===== config.mk =====
export PLATFORM = sky130hd
export DESIGN_NAME = ballot_collector
export DESIGN_NICKNAME = d
export VERILOG_FILES = /design/src/rtl/ballot_pkg.sv /design/src/rtl/vote_classifier.sv /design/src/rtl/ballot_collector.sv
export SDC_FILE = /design/constraint.sdc
export NUM_CORES = 1
export LEC_CHECK = 0
export CAP_MARGIN = 30
export CORE_MARGIN = 1
export CORE_UTILIZATION = 50
export CTS_CLUSTER_DIAMETER = 30
export CTS_CLUSTER_SIZE = 14
export DETAILED_ROUTE_END_ITERATION = 12
export PLACE_DENSITY = 0.72
export SYNTH_ARGS = -nofsm -noshare
export SYNTH_HDL_FRONTEND = slang
export SYNTH_HIERARCHICAL = 1
export SYNTH_SLANG_ARGS = --single-unit

===== constraint.sdc =====
create_clock -name clk -period 2.93 [get_ports clk]
set_input_delay 0.7325 -clock clk [delete_from_list [all_inputs] [get_ports clk]]
set_output_delay 0.7325 -clock clk [all_outputs]
set_load 0.05 [all_outputs]

===== src/rtl/ballot_pkg.sv =====
// Shared types and constants for the ballot collector slice.
package ballot_pkg;

   localparam int unsigned N_VOTERS = 4;
   localparam int unsigned ID_W     = 2;
   localparam int unsigned CNT_W    = 3;
   localparam int unsigned CLASS_W  = 3;
   localparam int unsigned TMR_W    = 16;

   // res_class bit positions
   localparam int unsigned CLASS_LOW  = 2;
   localparam int unsigned CLASS_TIE  = 1;
   localparam int unsigned CLASS_HIGH = 0;

   typedef enum logic {
      COLLECT = 1'b0,
      RESULT  = 1'b1
   } state_t;

   typedef struct packed {
      logic [N_VOTERS-1:0] votes;
      logic [CLASS_W-1:0]  cls;
      logic [CNT_W-1:0]    count;
      logic                timeout;
   } result_t;

   function automatic logic [CNT_W-1:0] popcount(input logic [N_VOTERS-1:0] v);
      logic [CNT_W-1:0] c;
      c = '0;
      for (int i = 0; i < int'(N_VOTERS); i++) c = c + CNT_W'(v[i]);
      return c;
   endfunction

endpackage


===== src/rtl/vote_classifier.sv =====
// Combinational: ballots received count and one-hot yes-count class.
module vote_classifier
   import ballot_pkg::*;
(
   input  logic [N_VOTERS-1:0] votes,
   input  logic [N_VOTERS-1:0] mask,
   output logic [CNT_W-1:0]    count,
   output logic [CLASS_W-1:0]  vote_class
);

   logic [CNT_W-1:0] yes;

   always_comb begin
      yes        = popcount(votes);
      count      = popcount(mask);
      vote_class = '0;
      if (yes <= CNT_W'(1))      vote_class[CLASS_LOW]  = 1'b1;
      else if (yes == CNT_W'(2)) vote_class[CLASS_TIE]  = 1'b1;
      else                       vote_class[CLASS_HIGH] = 1'b1;
   end

endmodule


===== src/rtl/ballot_collector.sv =====
// Collects one ballot per voter, then presents a classified result.
// Optional force-close timeout compiled in with BALLOT_TIMEOUT_EN.
module ballot_collector
   import ballot_pkg::*;
#(
   parameter int unsigned TIMEOUT_CYCLES = 255
) (
   input  logic                clk,
   input  logic                rst_n,
   input  logic                vote_valid,
   output logic                vote_ready,
   input  logic [ID_W-1:0]     vote_id,
   input  logic                vote_val,
   output logic                res_valid,
   input  logic                res_ready,
   output logic [N_VOTERS-1:0] res_votes,
   output logic [CLASS_W-1:0]  res_class,
   output logic [CNT_W-1:0]    res_count,
   output logic                res_timeout,
   output logic                dup_err
);

   if (TIMEOUT_CYCLES < 1 || TIMEOUT_CYCLES > 65535) begin : g_bad_cfg
      $error("ballot_collector: TIMEOUT_CYCLES out of range 1..65535");
   end

   state_t              state, state_next;
   logic [N_VOTERS-1:0] votes, votes_next;
   logic [N_VOTERS-1:0] mask, mask_next;
   logic                dup_next;
   logic                timeout_hit;
   result_t             res_q, res_d;
   logic [CNT_W-1:0]    cls_count;
   logic [CLASS_W-1:0]  cls_class;

`ifdef BALLOT_TIMEOUT_EN
   logic [TMR_W-1:0]    tmr, tmr_next;
`endif

   // Classify the post-edge ballot set so the result can be captured on the closing edge
   vote_classifier u_classifier (
      .votes      (votes_next),
      .mask       (mask_next),
      .count      (cls_count),
      .vote_class (cls_class)
   );

   always_comb begin
      state_next  = state;
      votes_next  = votes;
      mask_next   = mask;
      dup_next    = 1'b0;
      timeout_hit = 1'b0;
      res_d       = res_q;
`ifdef BALLOT_TIMEOUT_EN
      tmr_next    = tmr;
`endif
      case (state)
         COLLECT: begin
            if (vote_valid && vote_ready) begin
               if (mask[vote_id]) begin
                  dup_next = 1'b1;
               end else begin
                  votes_next[vote_id] = vote_val;
                  mask_next[vote_id]  = 1'b1;
               end
            end
`ifdef BALLOT_TIMEOUT_EN
            // Counter only runs once the round holds at least one ballot
            if (mask != '0) begin
               tmr_next    = tmr + TMR_W'(1);
               timeout_hit = (tmr == TMR_W'(TIMEOUT_CYCLES - 1));
            end
`endif
            if (mask_next == '1 || timeout_hit) begin
               state_next    = RESULT;
               res_d.votes   = votes_next;
               res_d.cls     = cls_class;
               res_d.count   = cls_count;
               res_d.timeout = (mask_next != '1);
            end
         end
         RESULT: begin
            if (res_ready) begin
               state_next = COLLECT;
               votes_next = '0;
               mask_next  = '0;
               res_d      = '0;
`ifdef BALLOT_TIMEOUT_EN
               tmr_next   = '0;
`endif
            end
         end
         default: state_next = COLLECT;
      endcase
   end

   always_ff @(posedge clk or negedge rst_n) begin
      if (!rst_n) begin
         state      <= COLLECT;
         votes      <= '0;
         mask       <= '0;
         res_q      <= '0;
         dup_err    <= 1'b0;
         res_valid  <= 1'b0;
         vote_ready <= 1'b1;
`ifdef BALLOT_TIMEOUT_EN
         tmr        <= '0;
`endif
      end else begin
         state      <= state_next;
         votes      <= votes_next;
         mask       <= mask_next;
         res_q      <= res_d;
         dup_err    <= dup_next;
         res_valid  <= (state_next == RESULT);
         vote_ready <= (state_next == COLLECT);
`ifdef BALLOT_TIMEOUT_EN
         tmr        <= tmr_next;
`endif
      end
   end

   assign res_votes   = res_q.votes;
   assign res_class   = res_q.cls;
   assign res_count   = res_q.count;
   assign res_timeout = res_q.timeout;

endmodule


* Word level (Yosys, flattened, before mapping)
Cells that the tools add are included.
** Word-level totals
- Register bits after elaboration :: 22
- Latch bits :: 0
- Bits in writable memories :: 0
- Bits in read-only memories :: 0
- Word-level logic and storage cells :: 56
- Memories kept :: 0
** Operators by class
- Add/sub/neg operators :: 6
- $mul :: 0
- Divide/modulo/power cells :: 0
- Order comparisons :: 3
- Equal/unequal tests :: 5
- Shift operators :: 0
- Multiplexer cells :: 27
- Bitwise operators :: 3
- Reduce and logical (&&, ||, !) cells :: 3
** Operators with widths (number)
- $mux 4 :: 7
- $mux 11 :: 2
- $pmux 11 s2 :: 1
- $pmux 4 s2 :: 2
- $add 3x1->3 :: 4
- $mux 1 :: 10
- $add 1x1->2 :: 2
- $bwmux 4 :: 1
- $eq 4x4->1 const B :: 1
- $ne 2x2->1 const B :: 2
- $ne 4x4->1 const B :: 1
- $or 4x4->4 :: 1
- $eq 3x2->1 const B :: 1
- $le 3x1->1 const B :: 1
- $lt 2x3->1 const B :: 1
- $bmux 1 s2 :: 1
- $demux 1 s2 :: 1
- $ge 2x1->1 const B :: 1
- $logic_and 1x1->1 :: 2
- $mux 2 :: 1
- $not 1->1 :: 2
- $pmux 1 s2 :: 1
- $reduce_and 2->1 :: 1

* Depth between registers and ports, before layout
- Depth in word-level cells :: 16
- Mapped depth :: 12
- Gate-level depth less buffers :: 11

* Cells and area by module
The synthesis kept the hierarchy.
** Modules (own cells, without submodules)
- ballot_collector :: times used 1, cells an instance 98, area each 1064.8 µm², seq. area each 551.8 µm²
- vote_classifier :: times used 1, cells an instance 17, area each 152.6 µm², seq. area each 0.0 µm²

* Worst setup path before layout
Ideal clock, no wire load.
- Path type :: input port to flip-flop
- Start point :: in vote_id[1]
- End point :: reg res_q (netlist bit res_class[1])
- Library setup time :: 79 ps
- Data arrival time :: 2880 ps
- Required time :: 2851 ps
- Path slack :: -29 ps
- Cell stages on the path :: 10
- Buffers on the path :: 1
- Path through :: buf_4 -> nor4b_1 -> mux2i_1 -> o21ai_0 -> fa_1 -> ha_1 -> ha_1 -> nor4b_2 -> inv_1 -> mux2i_1
** Between the ends
- Longest elaborated chain between the ends :: 16
** RTL lines
- from (decl) :: line ballot_collector.sv:12 : input logic [ID_W-1:0] vote_id,
- $lt 2x3->1 (not written as such) / $ge 2x1->1 (equally long branches) :: line ballot_collector.sv:64 : votes_next[vote_id] = vote_val;
- $logic_and 1x1->1 (not written as such) :: line ballot_collector.sv:64
- $mux 1 (not written as such) :: line ballot_collector.sv:64
- $demux 1 s2 :: line ballot_collector.sv:64
- $bwmux 4 :: line ballot_collector.sv:64
- $mux 4 * :: line ballot_collector.sv:61 : if (mask[vote_id]) begin
- $mux 4 * :: line ballot_collector.sv:60 : if (vote_valid && vote_ready) begin
- $pmux 4 s2 * :: line ballot_collector.sv:58 : case (state)
- named net votes_next[1] :: line ballot_collector.sv:28 : logic [N_VOTERS-1:0] votes, votes_next;
- $add 1x1->2 * :: line ballot_pkg.sv:30 : for (int i = 0; i < int'(N_VOTERS); i++) c = c + CNT_W'(v[i]);
- $add 3x1->3 * (2 in a row) :: line ballot_pkg.sv:30
- parallel branches: the longest is 2 deep, another holds $le 3x1->1
- $mux 2 * :: line vote_classifier.sv:17 : if (yes <= CNT_W'(1)) vote_class[CLASS_LOW] = 1'b1;
- named net cls_class[1] :: line ballot_collector.sv:34 : logic [CLASS_W-1:0] cls_class;
- $mux 11 * :: line ballot_collector.sv:75 : if (mask_next == '1 || timeout_hit) begin
- $pmux 11 s2 * :: line ballot_collector.sv:58
- to (signal assigned) :: line ballot_collector.sv:114 : res_q <= res_d;
- to (decl) :: line ballot_collector.sv:32 : result_t res_q, res_d;
Mark *: on every way through the listed nets, which the timed path passes. The select of a mux whose other input is x is not followed.
A chain may end at the register's enable or synchronous reset.

* Worst setup path after layout
- Start point :: reg vote_ready
- End point :: reg res_q (netlist bit res_class[1])
** Between the ends
- Longest elaborated chain between the ends :: 11
** RTL lines
- from (decl) :: line ballot_collector.sv:11 : output logic vote_ready,
- from (signal assigned) :: line ballot_collector.sv:117 : vote_ready <= (state_next == COLLECT);
- $logic_and 1x1->1 * :: line ballot_collector.sv:60
- $mux 4 * :: line ballot_collector.sv:60
- $pmux 4 s2 * :: line ballot_collector.sv:58
- named net votes_next[1] :: line ballot_collector.sv:28
- $add 1x1->2 * :: line ballot_pkg.sv:30
- $add 3x1->3 * (2 in a row) :: line ballot_pkg.sv:30
- parallel branches: the longest is 2 deep, another holds $le 3x1->1
- $mux 2 * :: line vote_classifier.sv:17
- named net cls_class[1] :: line ballot_collector.sv:34
- $mux 11 * :: line ballot_collector.sv:75
- $pmux 11 s2 * :: line ballot_collector.sv:58
Marked as above.

==> impl_metrics.json <==
{
  "outcome": "finished, final reports clean",
  "total_wirelength_mm": 2.80,
  "pre_cts_ws_ns": -0.660,
  "remaining_drc_errors": 0,
  "number_of_synthesized_register_bits": 22,
  "number_of_hold_buffers_added_after_cts": 0,
  "tritoncts": "built",
  "stdcell_area_um2": 1660,
  "cp_data_arrival_time_ns": 3.09,
  "postSynth.asyncResetShare_pct": 100,
  "grt.overflow.total": 0,
  "max-slew-margin-rel_pct": 66.2,
  "maxSlewViolCount": 0,
  "synth-main-ff-cell": "dfrtp_1",
  "first_global_vias": 925,
  "setup_viol": 0,
  "globalplace.congestion": 0.858,
  "synthesis.nets": 129,
  "setup-tns-final_ns": 0,
  "fmax_ghz": 0.353,
  "num_antenna_cells": 0,
  "synth_seq_area_share_pct": 45.3,
  "share_of_the_cycle_needed_by_the_critical_path_after_routing_pct": 96.8,
  "irDropWorstVdd_v": 0.000810,
  "hold_path.class": "reg2reg",
  "floorplan.rows": 17,
  "synth_cells": 115,
  "detailed_place.area_um2": 1510,
  "combined_global_route_utilization_of_all_metal_layers_pct": 22.7,
  "worstSkewPairLatency_ns": 0.32,
  "tightest_slew_ns": 0.505,
  "die_y_um": 51.3,
  "postSynthAreaPerCell_um2": 10.6,
  "route.vias.total": 963,
  "clock_skew_ns": 0.00196,
  "layout-drive-gt1-share_pct": 26.9,
  "cts_max_level": 1,
  "clk_root_buf": "clkbuf_4",
  "die-area_um2": 2640,
  "timing.max_cap.violations": 0,
  "critical_path_required_ns": 3.19,
  "post-dp-hpwl_mm": 1.81,
  "initial_core_util_pct": 54.0,
  "setup_slack_ns": 0.0951,
  "post_synth_main_area_contributors": "dfrtp_1, mux2i_1, inv_1",
  "post_drt_wl_per_cell_um": 15.2,
  "whs_ns": 0.530,
  "synth.lib_cells_used.distinct": 28,
  "synth_common_cells": "dfrtp_1, inv_1, mux2i_1, nand2_1, o22ai_1",
  "grt_first_pass_wirelength_mm": 4.19,
  "initial_antenna_violation_count": 0,
  "layout_area_overhead_pct": 36.6,
  "drt_pre_antenna_iters": 4,
  "synth_top_cell_area_share_pct": 43.2,
  "synth.yosys.warnings": 6,
  "number_of_sinks_driven_by_the_clock_tree": 22,
  "synth_enable_flop_cells": 0,
  "cell_type_with_the_highest_aggregate_area_in_the_netlist": "dfrtp_1",
  "port_buffers": 20,
  "worst-setup-path-type": "reg2reg",
  "num_cts_buffers": 3,
  "powerDensity_nw_per_um2": 1130,
  "worst_setup_path_start_kind": "register",
  "post_route_ant_nets": 0,
  "period_needed_ns": 2.83,
  "cts.reportedPaths.clkPinSlew_ns": 0.12,
  "floorplan.die.width_um": 51.3,
  "grt_start_max_net_pins": 23,
  "mappedNetlistArea_um2": 1220,
  "crit_path_end_kind": "register",
  "critical_path.max_fanout": 4,
  "drt_first_iter_violations": 32,
  "r2r_cells": 11,
  "post_drt_via_cell_ratio": 5.23,
  "report.final.hold_viol_count": 0,
  "static-leakage-power_nw": 0.825,
  "synth.most_common_cell": "dfrtp_1",
  "worst_hold_stages": 1,
  "clock_tree.buffer_depth": 2,
  "ioPinCount": 21,
  "final_nets": 171,
  "core_area_um2": 2250
}
-- layout make-up --
type,instances,area (um2)
Clock buffer,4,26.3
Multi-Input combinational cell,71,636
Timing Repair Buffer,42,350
Fill cell,157,592
Inverter,17,63.8
Sequential cell,22,552
Tap cell,28,35.0
-- flip-flops by register name (all words and copies together), names as in the netlist, 3 cells and up --
| name | cells |
|---|---|
| mask | 4 |
| res_count | 3 |
| votes | 4 |
| res_votes | 4 |
| res_class | 3 |
-- cells by family after synthesis --
kind of cell / after synthesis / share of synthesized area [%]
AND/OR/NAND/NOR: 34 / 14.5
buffers and inverters: 22 / 8.32
flip-flops: 22 / 45.3
multiplexers: 17 / 15.3
AO/OA/AOI/OAI: 13 / 8.12
adder cells (fa/ha/maj): 7 / 8.43
-- path summary, 6_finish.rpt --
kind | startpoint | to | slack (ns)
worst min-delay path | res_timeout | res_timeout | 0.53
worst min register to register | res_timeout | res_timeout | 0.53
worst max register to register | vote_ready | res_class[1] | 0.1
worst max-delay path | vote_ready | res_class[1] | 0.1
min in group asynchronous | rst_n | dup_err | 0.73
max in group asynchronous | rst_n | vote_ready | 1.92
-- through the flow --
| step | instances | power, mW | util (%) |
|---|---|---|---|
| 3_3_place_gp | 171 | 1.56 | 67.1 |
| 4_1_cts | 180 | 1.80 | 71.4 |
| 5_1_grt | 184 | 2.00 | 73.8 |
| 2_1_floorplan | 115 | 1.26 | - |
| 3_5_place_dp | 171 | 1.59 | 67.1 |
| 6_report | 184 | 1.88 | 73.8 |
-- critical path, cell delays in order, from the launching register on --
cell and delay, ns:
dfstp_2 0.61, nand2_4 0.09, nor4b_4 0.33, mux2i_2 0.31
o21ai_2 0.11, fa_1 0.50, ha_2 0.20, inv_1 0.05
ha_2 0.18, nor4b_2 0.21, inv_1 0.06, mux2i_1 0.12
-- where the power goes --
| group | internal [mW] | switching [mW] |
|---|---|---|
| Sequential | 0.428 | 0.0934 |
| Clock | 0.0535 | 0.0976 |
| Combinational | 0.519 | 0.686 |
| Total | 1.00 | 0.877 |
-- routing by layer --
metal	GRT usage [%]	wire, um
met5	0	0
met3	3.57	48
met2	38.4	1510
met1	27.2	1170
met4	13.1	69
-- cell usage in the layout (no fill, tap or decap), types with 3 or more instances in the layout --
cell type        instances
nor2_1                   5
nor3_1                   3
dfrtp_1                 21
nand2_1                 15
clkdlybuf4s50_1         17
inv_1                   17
buf_4                   22
o22ai_1                  5
mux2i_1                 15
clkbuf_4                 3
-- repair_timing --
action / in CTS / in global routing
buffers inserted: 5 / 4
setup endpoints to repair: 3 / 2
pin swaps: 2 / 4
gates resized for setup: 12 / 11
No activity file was read; power rests on OpenSTA's default activity.
